===== src/rtl/sound_pkg.sv =====
// Shared types, cue table and priority helpers for the sound sequencer.
package sound_pkg;

  typedef enum logic [1:0] {
    UI_PRESS    = 2'd0,
    NEXTLEVEL   = 2'd1,
    CRASH       = 2'd2,
    CELEBRATION = 2'd3
  } sound_t;

  typedef enum logic [1:0] {
    ST_IDLE,
    ST_LOAD,
    ST_PLAY,
    ST_GAP
  } seq_state_t;

  localparam int CODE_W    = 8;
  localparam int DUR_W     = 8;
  localparam int MAX_NOTES = 4;
  localparam int IDX_W     = 2;

  // Silence between consecutive notes of one cue, in ticks.
  localparam logic [DUR_W-1:0] GAP_TICKS = 8'd10;

  typedef struct packed {
    logic [CODE_W-1:0] code;
    logic [DUR_W-1:0]  dur;   // ticks
  } note_t;

  // Flattened cue table indexed by {sound, note index}; unused slots are zero.
  localparam note_t CUE_NOTES [4*MAX_NOTES] = '{
    // UI_PRESS
    '{8'h30, 8'd40},  '{8'h00, 8'd0},   '{8'h00, 8'd0},   '{8'h00, 8'd0},
    // NEXTLEVEL
    '{8'h28, 8'd60},  '{8'h30, 8'd60},  '{8'h38, 8'd60},  '{8'h00, 8'd0},
    // CRASH
    '{8'h50, 8'd150}, '{8'h60, 8'd150}, '{8'h00, 8'd0},   '{8'h00, 8'd0},
    // CELEBRATION
    '{8'h30, 8'd100}, '{8'h38, 8'd100}, '{8'h40, 8'd100}, '{8'h48, 8'd100}
  };

  // Index of the final note of each cue, indexed by sound.
  localparam logic [IDX_W-1:0] CUE_LAST [4] = '{2'd0, 2'd2, 2'd1, 2'd3};

  // Higher rank wins: CRASH > CELEBRATION > NEXTLEVEL > UI_PRESS.
  function automatic logic [1:0] prio_rank(sound_t s);
    case (s)
      CRASH:       return 2'd3;
      CELEBRATION: return 2'd2;
      NEXTLEVEL:   return 2'd1;
      default:     return 2'd0;
    endcase
  endfunction

  // Highest-priority sound present in a request mask (UI_PRESS if empty).
  function automatic sound_t pick_highest(logic [3:0] mask);
    if (mask[CRASH])            return CRASH;
    else if (mask[CELEBRATION]) return CELEBRATION;
    else if (mask[NEXTLEVEL])   return NEXTLEVEL;
    else                        return UI_PRESS;
  endfunction

  function automatic logic [3:0] sound_bit(sound_t s);
    return 4'b0001 << s;
  endfunction

endpackage


===== src/rtl/sound_sequencer_if.sv =====
// Request/tone bus between gamestate (master) and the sound sequencer (slave).
interface sound_sequencer_if #(
  parameter int NOTE_W = 8
);
  logic              playsound;
  logic [1:0]        soundselector;
  logic              mute;
  logic [NOTE_W-1:0] tone_code;
  logic              tone_en;
  logic              busy;
  logic [1:0]        active_sound;
  logic              done;

  modport master (
    output playsound, soundselector, mute,
    input  tone_code, tone_en, busy, active_sound, done
  );

  modport slave (
    input  playsound, soundselector, mute,
    output tone_code, tone_en, busy, active_sound, done
  );
endinterface


===== src/rtl/sound_cue_rom.sv =====
// Combinational cue lookup: (sound, note index) -> note and last-note flag.
module sound_cue_rom
  import sound_pkg::*;
(
  input  sound_t           sound,
  input  logic [IDX_W-1:0] index,
  output note_t            note,
  output logic             last_note
);

  // Table lookup; last_note marks the final entry of the selected cue.
  always_comb begin
    note      = CUE_NOTES[{sound, index}];
    last_note = (index == CUE_LAST[sound]);
  end

endmodule


===== src/rtl/sound_sequencer.sv =====
// Arbitrates game sound requests onto the single tone generator and steps
// the winning cue's notes with exact tick-based timing.
module sound_sequencer
  import sound_pkg::*;
#(
  parameter int CLK_HZ  = 25_000_000,
  parameter int TICK_HZ = 1000,
  parameter int NOTE_W  = 8
) (
  input  logic             clk,
  input  logic             reset,
  sound_sequencer_if.slave bus
);

  // CLK_HZ must be an integer multiple of TICK_HZ.
  localparam int DIV     = CLK_HZ / TICK_HZ;
  localparam int PRESC_W = (DIV > 1) ? $clog2(DIV) : 1;
  localparam logic [PRESC_W-1:0] PRESC_LAST = PRESC_W'(DIV - 1);

  seq_state_t         state_q, state_d;
  logic [3:0]         pending_q, pending_d;
  sound_t             active_q, active_d;
  logic [IDX_W-1:0]   idx_q, idx_d;
  logic [PRESC_W-1:0] presc_q, presc_d;
  logic [DUR_W-1:0]   dur_q, dur_d;
  logic               play_prev_q, play_prev_d;
  logic [1:0]         sel_prev_q, sel_prev_d;

  sound_t           req_sound;
  logic             capture;
  logic [3:0]       cap_mask;
  logic [3:0]       eff_pending;
  logic [3:0]       clear_mask;
  sound_t           pick;
  logic             preempt;
  logic             tick;
  logic             seg_end;
  logic             done_c;
  logic [IDX_W-1:0] rom_idx;
  note_t            rom_note;
  logic             rom_last;

  sound_cue_rom u_rom (
    .sound     (active_q),
    .index     (rom_idx),
    .note      (rom_note),
    .last_note (rom_last)
  );

  // Request edge detect and arbitration; a fresh capture is visible to the
  // picker in the same cycle so a request while idle loads next cycle.
  always_comb begin
    req_sound   = sound_t'(bus.soundselector);
    capture     = bus.playsound && (!play_prev_q || (bus.soundselector != sel_prev_q));
    cap_mask    = capture ? sound_bit(req_sound) : 4'b0000;
    eff_pending = pending_q | cap_mask;
    pick        = pick_highest(eff_pending);
    preempt     = (state_q != ST_IDLE) && (eff_pending != 4'b0000) &&
                  (prio_rank(pick) > prio_rank(active_q));
    play_prev_d = bus.playsound;
    sel_prev_d  = bus.soundselector;
  end

  // Tick and segment-end detection; during a gap the ROM looks ahead to the
  // next note so its duration is ready when the gap ends.
  always_comb begin
    tick    = (presc_q == PRESC_LAST);
    seg_end = tick && (dur_q == DUR_W'(1));
    rom_idx = (state_q == ST_GAP) ? idx_q + 1'b1 : idx_q;
  end

  // Sequencer next-state: note/gap stepping, completion and preemption.
  always_comb begin
    state_d    = state_q;
    active_d   = active_q;
    idx_d      = idx_q;
    presc_d    = tick ? '0 : presc_q + 1'b1;
    dur_d      = tick ? dur_q - 1'b1 : dur_q;
    clear_mask = 4'b0000;
    done_c     = 1'b0;

    case (state_q)
      ST_IDLE: begin
        presc_d = '0;
        if (eff_pending != 4'b0000) begin
          state_d    = ST_LOAD;
          active_d   = pick;
          idx_d      = '0;
          clear_mask = sound_bit(pick);
        end
      end
      ST_LOAD: begin
        idx_d   = '0;
        presc_d = '0;
        dur_d   = rom_note.dur;
        state_d = ST_PLAY;
      end
      ST_PLAY: begin
        if (seg_end) begin
          presc_d = '0;
          if (rom_last) begin
            done_c   = 1'b1;
            active_d = UI_PRESS;
            state_d  = ST_IDLE;
          end else begin
            dur_d   = GAP_TICKS;
            state_d = ST_GAP;
          end
        end
      end
      ST_GAP: begin
        if (seg_end) begin
          idx_d   = idx_q + 1'b1;
          presc_d = '0;
          dur_d   = rom_note.dur;
          state_d = ST_PLAY;
        end
      end
      default: state_d = ST_IDLE;
    endcase

    // A strictly higher-priority request drops the active cue outright.
    if (preempt) begin
      state_d    = ST_LOAD;
      active_d   = pick;
      idx_d      = '0;
      clear_mask = sound_bit(pick);
      done_c     = 1'b0;
    end
  end

  // Pending mask: a new capture of a bit that was already pending survives
  // the clear, so the second request is not lost.
  always_comb begin
    pending_d = (pending_q & cap_mask) | ((pending_q | cap_mask) & ~clear_mask);
  end

  // Output decode from the registered sequencer state.
  always_comb begin
    bus.busy         = (state_q != ST_IDLE);
    bus.tone_en      = (state_q == ST_PLAY) && !bus.mute;
    bus.tone_code    = (state_q == ST_PLAY) ? NOTE_W'(rom_note.code) : '0;
    bus.active_sound = active_q;
    bus.done         = done_c && !reset;
  end

  // State registers with synchronous reset.
  always_ff @(posedge clk) begin
    if (reset) begin
      state_q     <= ST_IDLE;
      pending_q   <= 4'b0000;
      active_q    <= UI_PRESS;
      idx_q       <= '0;
      presc_q     <= '0;
      dur_q       <= '0;
      play_prev_q <= 1'b0;
      sel_prev_q  <= 2'b00;
    end else begin
      state_q     <= state_d;
      pending_q   <= pending_d;
      active_q    <= active_d;
      idx_q       <= idx_d;
      presc_q     <= presc_d;
      dur_q       <= dur_d;
      play_prev_q <= play_prev_d;
      sel_prev_q  <= sel_prev_d;
    end
  end

endmodule


===== src/flat_wrapper.sv =====
// flat-port wrapper written by rule: the top's interface ports become plain ports
module sound_sequencer_flat import sound_pkg::*;
#(
  parameter int CLK_HZ  = 25_000_000,
  parameter int TICK_HZ = 1000,
  parameter int NOTE_W  = 8
)
  (clk, reset, bus_playsound, bus_soundselector, bus_mute, bus_tone_code, bus_tone_en, bus_busy, bus_active_sound, bus_done);
  sound_sequencer_if #(.NOTE_W(NOTE_W)) bus_i ();
  input  logic clk;
  input  logic reset;
  input wire logic [$bits(bus_i.playsound)-1:0] bus_playsound;
  input wire logic [$bits(bus_i.soundselector)-1:0] bus_soundselector;
  input wire logic [$bits(bus_i.mute)-1:0] bus_mute;
  output wire logic [$bits(bus_i.tone_code)-1:0] bus_tone_code;
  output wire logic [$bits(bus_i.tone_en)-1:0] bus_tone_en;
  output wire logic [$bits(bus_i.busy)-1:0] bus_busy;
  output wire logic [$bits(bus_i.active_sound)-1:0] bus_active_sound;
  output wire logic [$bits(bus_i.done)-1:0] bus_done;
  assign bus_i.playsound = bus_playsound;
  assign bus_i.soundselector = bus_soundselector;
  assign bus_i.mute = bus_mute;
  assign bus_tone_code = bus_i.tone_code;
  assign bus_tone_en = bus_i.tone_en;
  assign bus_busy = bus_i.busy;
  assign bus_active_sound = bus_i.active_sound;
  assign bus_done = bus_i.done;
  sound_sequencer #(.CLK_HZ(CLK_HZ), .TICK_HZ(TICK_HZ), .NOTE_W(NOTE_W)) u_core (.clk(clk), .reset(reset), .bus(bus_i));
endmodule

===== config.mk =====
export PLATFORM = sky130hd
export DESIGN_NAME = sound_sequencer_flat
export DESIGN_NICKNAME = d
export VERILOG_FILES = /design/src/rtl/sound_pkg.sv /design/src/rtl/sound_sequencer_if.sv /design/src/rtl/sound_cue_rom.sv /design/src/rtl/sound_sequencer.sv /design/src/flat_wrapper.sv
export SDC_FILE = /design/constraint.sdc
export NUM_CORES = 1
export LEC_CHECK = 0
export ABC_AREA = 1
export CAP_MARGIN = 30
export CELL_PAD_IN_SITES_DETAIL_PLACEMENT = 0
export CELL_PAD_IN_SITES_GLOBAL_PLACEMENT = 1
export CORE_ASPECT_RATIO = 1.4
export CORE_MARGIN = 3
export CORE_UTILIZATION = 42
export DETAILED_ROUTE_END_ITERATION = 10
export PLACE_DENSITY = 0.9
export SETUP_SLACK_MARGIN = 0.1
export SKIP_CTS_REPAIR_TIMING = 1
export SLEW_MARGIN = 40
export SYNTH_ARGS = -nofsm -noshare
export SYNTH_HDL_FRONTEND = slang
export SYNTH_SLANG_ARGS = --single-unit

===== constraint.sdc =====
create_clock -name clk -period 3.4 [get_ports clk]
set_input_delay 0.34 -clock clk [delete_from_list [all_inputs] [get_ports clk]]
set_output_delay 0.34 -clock clk [all_outputs]
set_load 0.02 [all_outputs]

==> run metrics, run 1 <==
maximum clock path buffer count 2; Finished Layout Cells 470; syn_area_per_cell approximately 6.9 sq um; routed len/inst around 11 um; vias per cell roughly 5; ANT cells 0; internal power 0.000997 W; Net Sw Frac a little over two fifths; CTS tree yes; Synth top area share 28.8%; Peak VDD IR 412 uV; min-delay worst type register to register; I/O pin count 19; core area 0.00565 sq mm; final wirelength about 5300 um; dominant cells by area after synthesis dfxtp_1, nand2_1, inv_1; first-pass detailed-route iteration total 4; CP arrival roughly 2.9 ns; DIE WIDTH 71.2 um; Overflow after GRT 0; Max-Cap Viols 0; Post-Syn Area 0.00250 sq mm; busiest grt layer met2; Fin Clk Skew approximately 0.0050 ns; vias in the first global route about 2200; Final Slew Violations 0; critical path capture point type primary output; yosys warns 0; Seq pwr share 30.2%; H-tree depth 2; Crit Path Category primary input to primary output; Critical Path RT between 3 and 4 ns; RSZ-0062 raised after global routing true; fin nets roughly 420; final hold violation count 0; Clk pwr share 18.0%; Synth async-reset ratio 0%; Distinct cells, synth 46; met3 Usage GRT under 10%; fin crit share 95.4%; Root Driver clkbuf_8; final worst path period need around 3.2 ns; cell accounting for the most synthesized area dfxtp_1; Comb pwr share 51.8%; Clock Latency Late Sink just under 0.3 ns; CP Launch Type primary input; Final Wtd Congestion around 0.81; total track usage about 17%; Initial Util between 40% and 50%; Die ar. 0.00692 sq mm; Placed Instances approximately 460; DR vias 2305; Yosys reg bits 36; status finished clean; PwrDens a little under 600 mW/mm^2; gate count of the mapped netlist roughly 360; final worst setup slack 0.158 ns; DRC 0; first-pass GRT wire length approximately 9500 um; clk sinks 36; GR Util met1 roughly 20%; switching pwr approximately 0.00075 W; top_reg_cell synth dfxtp_1; Post-synth EDFFs 0; Crit Path Max Fanout 4; Leak approximately 1.4 nW; largest net degree at the start of global routing 15; FMAX roughly 0.3 GHz; sequential-to-total area share from yosys stat a little under 30%; die height slightly below 100 um; Rows 32; Port Buf Inserts 14; initial antenna violation count 0; Worst-path clk slew approximately 0.07 ns; pre-CTS setup slack -0.399 ns; Routed Antenna Nets 0; Synth-to-Final Area Change 18.2%; Core Util, Final between 50% and 60%; Setup-failing EPs final 0; CTS buffer count 5; GRT met2 Usage between 20 and 30%; Post-DP HPWL ~4200 um; share of post-route cells with drive strength above 1 a little under a fifth; DRT iter0 DRCs 63
[metal layers]
| layer | wire [um] | part of all wire (%) |
|---|---|---|
| met5 | 0 | 0 |
| met4 | 79 | 1.5 |
| met3 | 120 | 2.3 |
| met2 | 2850 | 54 |
| met1 | 2240 | 42 |
[cell families after synthesis]
family | Yosys count | synth area share (%)
other cells | 1 | 0.150
xor+xnor | 6 | 2.40
simple gates | 175 | 35.8
compound gates | 54 | 12.9
fa+ha+maj | 16 | 8.01
buf+inv | 74 | 11.9
flops | 36 | 28.8
[cells in the mapped netlist (2+ instances only)]
| cell type | instances |
|---|---|
| nand2_1 | 65 |
| inv_1 | 59 |
| nor2_1 | 46 |
| dfxtp_1 | 36 |
| a21oi_1 | 21 |
| ha_1 | 16 |
| nand3_1 | 14 |
| o21ai_0 | 13 |
| inv_2 | 9 |
| nor3_1 | 8 |
| a31oi_1 | 5 |
| buf_4 | 5 |
| nand2_2 | 5 |
| nand4_1 | 5 |
| nand2_4 | 4 |
| nor2_2 | 4 |
| nor3_2 | 4 |
| xor2_1 | 4 |
| nand3_2 | 3 |
| nor4_1 | 3 |
| o211ai_1 | 3 |
| or2_2 | 3 |
| nor2_4 | 2 |
| nor3b_1 | 2 |
| o21ai_1 | 2 |
[worst max-delay path: stages]
cell and delay, ns:
clkdlybuf4s50_1 0.52, inv_2 0.05, nand2_2 0.05, nand2_2 0.06, nor2_4 0.10, nand2_4 0.08, nand3_2 0.09, nand2_4 0.05
a31oi_1 0.17, inv_1 0.09, ha_1 0.28, inv_1 0.04, ha_1 0.26, nand2_1 0.04, o21ai_1 0.12, nor2_2 0.10
nand2_8 0.08, nand2_2 0.05, nor4_2 0.15, buf_4 0.18
[cell usage in the layout (no fill, tap or decap), types with 11 or more instances in the layout]
master           netlist  layout
a21oi_1               21      21
buf_4                  5      22
clkdlybuf4s50_1        0      11
dfxtp_1               36      36
ha_1                  16      16
inv_1                 59      59
nand2_1               65      65
nand3_1               14      14
nor2_1                46      43
o21ai_0               13      12
[power by group through the flow]
stage	Clock (W)	Combinational, W	Sequential (W)
final	0.000315	0.000907	0.000529
after global routing	0.000341	0.00103	0.000538
after CTS	0.000327	0.000909	0.000528
after detailed placement	0	0.000902	0.000538
after global placement	0	0.000898	0.000536
after floorplan	0	0.000639	0.000534
[final cells by class]
cell class | count | area [sq um]
clock buffers | 8 | 90.1
multi-input cells | 255 | 1500
well taps | 68 | 85.1
fillers | 577 | 2690
inverters | 68 | 255
flip-flops and latches | 36 | 721
repair buffers | 35 | 300
[per-stage QoR]
step	setup TNS, ns	power (W)	cell area (sq um)	hold slack [ns]
final	0	0.00175	2950	0.458
after CTS	-0.426	0.00176	2940	0.455
after global routing	-0.0499	0.00191	2950	0.482
after floorplan	0	0.00117	2510	0.418
after global placement	-0.323	0.00143	2850	0.429
after detailed placement	-0.455	0.00144	2850	0.437
[sequential cells by signal, indices dropped and copies added (netlist names)]
signal,count
u_core.dur_q,8
u_core.play_prev_q,1
u_core.presc_q,15
u_core.state_q,2
u_core.pending_q,4
u_core.sel_prev_q,2
u_core.bus.active_sound,2
u_core.idx_q,2
[path summary, 6_finish.rpt]
check	cells past startpoint	slack [ns]	end	start
hold reg to reg	1	0.46	u_core.presc_q[0]$_SDFF_PP0_	u_core.presc_q[0]$_SDFF_PP0_
setup / recovery	20	0.16	bus_done	bus_soundselector[1]
setup reg to reg	22	0.66	u_core.bus.active_sound[0]$_SDFFE_PP0P_	u_core.sel_prev_q[0]$_SDFF_PP0_
hold / removal	1	0.46	u_core.presc_q[0]$_SDFF_PP0_	u_core.presc_q[0]$_SDFF_PP0_
(Power assumes the default switching activity.)
==> run 2: changes to the inputs <==
==> constraint.sdc (replaced) <==
create_clock -name clk -period 3.4 [get_ports clk]
set_input_delay 0.68 -clock clk [delete_from_list [all_inputs] [get_ports clk]]
set_output_delay 0.68 -clock clk [all_outputs]
set_load 0.02 [all_outputs]
==> run 2 against run 1 <==
The flow now finishes with violations (setup timing). Combinational power increased by 21%. Sequential power decreased by 1%. Worst setup slack got worse by 0.16 ns. Clock skew increased by 0.0028 ns. Highest routed layer unchanged. Cell count increased by 1.7%. Clock-buffer cell count decreased by 1. Total power increased by 16%. Die area unchanged. Non-clock buffer count increased by 8. Critical endpoint unchanged. Largest power group unchanged.
==> run metrics, run 2 (synthesis results as in run 1) <==
status finished with violations; failing checks setup timing; Fin Clk Skew between 0.007 and 0.008 ns; die height about 97 um; Max-Cap Viols 0; FMAX 0.294 GHz; vias per cell 4.83; Rows 32; commonest non-fill, non-tap cell in the layout nand2_1; share of post-route cells with drive strength above 1 24.4%; DIE WIDTH around 71 um; largest register by flop count u_core.presc_q; DR vias about 2300; min-delay worst type register to register; Clock Latency Late Sink about 0.29 ns; RSZ-0062 raised after global routing true; crit-path most repeated cell inv_2; Sum Neg Setup Slack -0.00355 ns; final worst setup slack -0.00355 ns; core area 0.00565 sq mm; final hold violation count 0; crit path buf inv count 6; Leak ~1.5 nW; CP arrival about 2.7 ns; largest net degree at the start of global routing 14; I/O pin count 19; CP Launch Type primary input; Final Wtd Congestion 0.813; DR WL met2 ~3000 um; first-pass GRT wire length around 9800 um; Cell Chain, Critical Path buf_8 -> buf_4 -> nor2_2 -> nand3_2 -> nand2_2 -> inv_2 -> a31oi_4 -> inv_2 -> ha_4 -> inv_2 -> ha_4 -> nand2_4 -> o21ai_4 -> nor2_4 -> nand2_8 -> nand2_4 -> nor4_4 -> buf_4; Synth-to-Final Area Change 27.4%; most frequent cells in the layout nand2_1, inv_1, nor2_1; routed len/inst between 10 and 15 um; DRC 0; CTS tree yes; cell family with most CP delay simple AND/OR/NAND/NOR gates; slowest CP cell ha_4; Core Util, Final a little under three fifths; ANT cells 0; Final Slew Violations 0; Root Driver clkbuf_8; max reg flops 15; Routed Antenna Nets 0; Overflow after GRT 0; Peak VDD IR 427 uV; slowest stage delay, CP ~0.26 ns; fin nets approximately 430; critical path capture point type primary output; fin crit share 100%; Setup-failing EPs final 1; first-pass detailed-route iteration total 4; H-tree depth 2; vias in the first global route 2274; total track usage between 10% and 20%; max layer used met4; met3 WL between 100 and 150 um; Port Buf Inserts 14; Crit Path Max Fanout 3; initial antenna violation count 0; Worst-path clk slew 0.07 ns; final wirelength around 5600 um; PwrDens ~640 mW/mm^2; DRT iter0 DRCs 62; clk sinks 36; M1 wire length 2380 um; Die ar. 0.00692 sq mm; Initial Util approximately 44%; maximum clock path buffer count 2; final worst path period need ~3.4 ns; biggest regs u_core.presc_q: 15 flops, u_core.dur_q: 8 flops, u_core.pending_q: 4 flops; CTS buffer count 5; Critical Path RT 2.72 ns; Crit Path Category primary input to primary output; Post-DP HPWL approximately 4400 um
[run 2: cell types whose count changed in the layout (fill, tap and decap cells not counted), sizes merged]
cell | previous run | this run
clkdlybuf4s50 | 11 | 7
dlymetal6s2s | 2 | 3
buf | 22 | 32
bufinv | 0 | 1
[run 2: path summary, 6_finish.rpt]
path | slack, ns | to | startpoint | depth (start not counted)
hold reg to reg | 0.45 | u_core.presc_q[0]$_SDFF_PP0_ | u_core.presc_q[0]$_SDFF_PP0_ | 1
setup / recovery | -0.004 | bus_done | bus_soundselector[1] | 18
setup reg to reg | 0.76 | u_core.bus.active_sound[0]$_SDFFE_PP0P_ | u_core.sel_prev_q[0]$_SDFF_PP0_ | 22
hold / removal | 0.45 | u_core.presc_q[0]$_SDFF_PP0_ | u_core.presc_q[0]$_SDFF_PP0_ | 1
[run 2: layout make-up]
cell class	count	area [sq um]
Tap cell	68	85.1
Clock buffer	7	96.3
Multi-Input combinational cell	255	1620
Timing Repair Buffer	43	377
Sequential cell	36	721
Clock inverter	1	30.0
Fill cell	555	2460
Inverter	68	258
[run 2: report_power, final]
part	leakage (nW)	switching [W]	internal, W
Sequential	0.293	0.0000466	0.000475
Clock	0.0645	0.000154	0.000259
Combinational	1.11	0.000636	0.000460
Total	1.46	0.000837	0.00119
[run 2: stage by stage]
stage               worst slack (ns)  hold slack, ns  cell area (sq um)  power (W)  cells
detailed placement            -0.994           0.439               2930    0.00150    464
finish                      -0.00355           0.450               3180    0.00203    478
floorplan                     0.0852           0.418               2560    0.00121    365
global placement              -0.913           0.428               2930    0.00149    464
CTS                            -1.01           0.456               3060    0.00193    472
global route                  -0.116           0.491               3180    0.00220    478
[run 2: metal layers]
layer  GRT usage [%]  vias up
li1                -     1239
met1            19.2     1034
met2            31.0       28
met3            3.31       10
met4            5.64        0
met5               0        -
==> run 3: changes to the inputs <==
- SETUP_SLACK_MARGIN: 0.1 -> unset
==> run 3 against run 2 <==
The flow still finishes with violations (setup timing). Clock skew barely moved. Sequential share of layout area up 0.56 points. Flip-flop and latch count unchanged. Non-clock buffer count stayed put. Cell count is the same. Critical path depth up 3. Clock power shrank 25%.
==> run metrics, run 3 (synthesis results as in run 1) <==
commonest non-fill, non-tap cell in the layout nand2_1; Port Buf Inserts 14; total power roughly 0.0019 W; FMAX between 0.2 and 0.3 GHz; Initial Util between 40 and 50%; Peak VDD IR 437 uV; core area between 0.005 and 0.006 sq mm; biggest regs u_core.presc_q: 15 flops, u_core.dur_q: 8 flops, u_core.pending_q: 4 flops; Crit Path Category primary input to primary output; vias per cell slightly below 5; largest register by flop count u_core.presc_q; Setup-failing EPs final 1; initial antenna violation count 0; Die ar. 0.00692 sq mm; fin crit share 100%; pre-CTS setup slack -1.06 ns; critical path capture point type primary output; Final Slew Violations 0; final wirelength approximately 5400 um; Post-DP HPWL 4250 um; die height 97.3 um; vias in the first global route approximately 2200; CTS tree yes; I/O pin count 19; DR vias 2331; DIE WIDTH a little over 70 um; PwrDens 602 mW/mm^2; share of post-route cells with drive strength above 1 22.9%; final hold violation count 0; Core Util, Final between 50% and 60%; fin nets 431; Worst-path clk slew around 0.06 ns; Max-Cap Viols 0; Routed Antenna Nets 0; H-tree depth 2; Crit Path Max Fanout 4; RSZ-0062 raised after global routing true; Final Wtd Congestion between 0.8 and 0.9; max reg flops 15; first-pass GRT wire length about 9200 um; Fillers 572; DRT iter0 DRCs 77; final worst setup slack -0.00853 ns; largest net degree at the start of global routing 14; CTS buffer count 5; routed len/inst roughly 11 um; most frequent cells in the layout nand2_1, inv_1, nor2_1; maximum clock path buffer count 2; DRC 0; failing checks setup timing; Overflow after GRT 0; first-pass detailed-route iteration total 4; Clock Latency Late Sink 0.29 ns; Fin Clk Skew about 0.0077 ns; min-delay worst type register to register; final worst path period need about 3.4 ns; total track usage between 15 and 20%; status finished with violations; CP arrival 2.73 ns; clk sinks 36; Leak 1.42 nW; Rows 32; Synth-to-Final Area Change 24.4%; Root Driver clkbuf_8; Critical Path RT roughly 2.7 ns; CP Launch Type primary input; ANT cells 0
-- run 3: changes by cell type in the layout (fill, tap and decap cells not counted), sizes merged --
cell           previous run  this run
clkdlybuf4s50             7         9
bufinv                    1         0
dlymetal6s2s              3         2
-- run 3: stage by stage --
step	cells	setup TNS, ns	hold WS, ns	area (sq um)
6_report	478	-0.00853	0.451	3110
5_1_grt	478	-0.135	0.484	3110
4_1_cts	474	-1.29	0.459	3000
3_5_place_dp	466	-1.50	0.444	2910
3_3_place_gp	466	-1.25	0.428	2910
2_1_floorplan	365	0	0.418	2540
-- run 3: worst max-delay path, cell delays in order --
cell and delay [ns]:
buf_8 0.10, inv_4 0.04, nand2_2 0.04, nand2_2 0.07
nor2_4 0.04, nand2_4 0.09, nand3_2 0.07, nand2_2 0.10
inv_2 0.06, a31oi_4 0.19, inv_2 0.07, ha_4 0.26
inv_2 0.04, ha_4 0.26, nand2_4 0.05, o21ai_4 0.08
nor2_4 0.08, nand2_8 0.07, nand2_4 0.05, nor4_4 0.11
buf_4 0.17
-- run 3: path summary, 6_finish.rpt --
| path | from | to | slack, ns | cells past startpoint |
|---|---|---|---|---|
| setup reg to reg | u_core.sel_prev_q[0]$_SDFF_PP0_ | u_core.bus.active_sound[0]$_SDFFE_PP0P_ | 0.72 | 22 |
| setup / recovery | bus_soundselector[1] | bus_done | -0.009 | 21 |
| hold reg to reg | u_core.presc_q[0]$_SDFF_PP0_ | u_core.presc_q[0]$_SDFF_PP0_ | 0.45 | 1 |
| hold / removal | u_core.presc_q[0]$_SDFF_PP0_ | u_core.presc_q[0]$_SDFF_PP0_ | 0.45 | 1 |
-- run 3: layout make-up --
class	count	area (sq um)	area share [%]
Multi-Input combinational cell	255	1590	51.2
Sequential cell	36	721	23.2
Timing Repair Buffer	43	363	11.7
Inverter	68	258	8.29
Clock buffer	8	90.1	2.90
Tap cell	68	85.1	2.74
-- run 3: power by group --
part,switching [W],internal [W]
clock,0.000143,0.000165
sequential,0.0000460,0.000476
combinational,0.000623,0.000419
-- run 3: per-layer routing --
metal,global-route usage [%],wire length (um),vias up
met5,0,0,-
met4,6.08,76,0
met2,29.2,2930,39
met3,3.00,185,5
met1,18.1,2240,1043
li1,-,-,1244
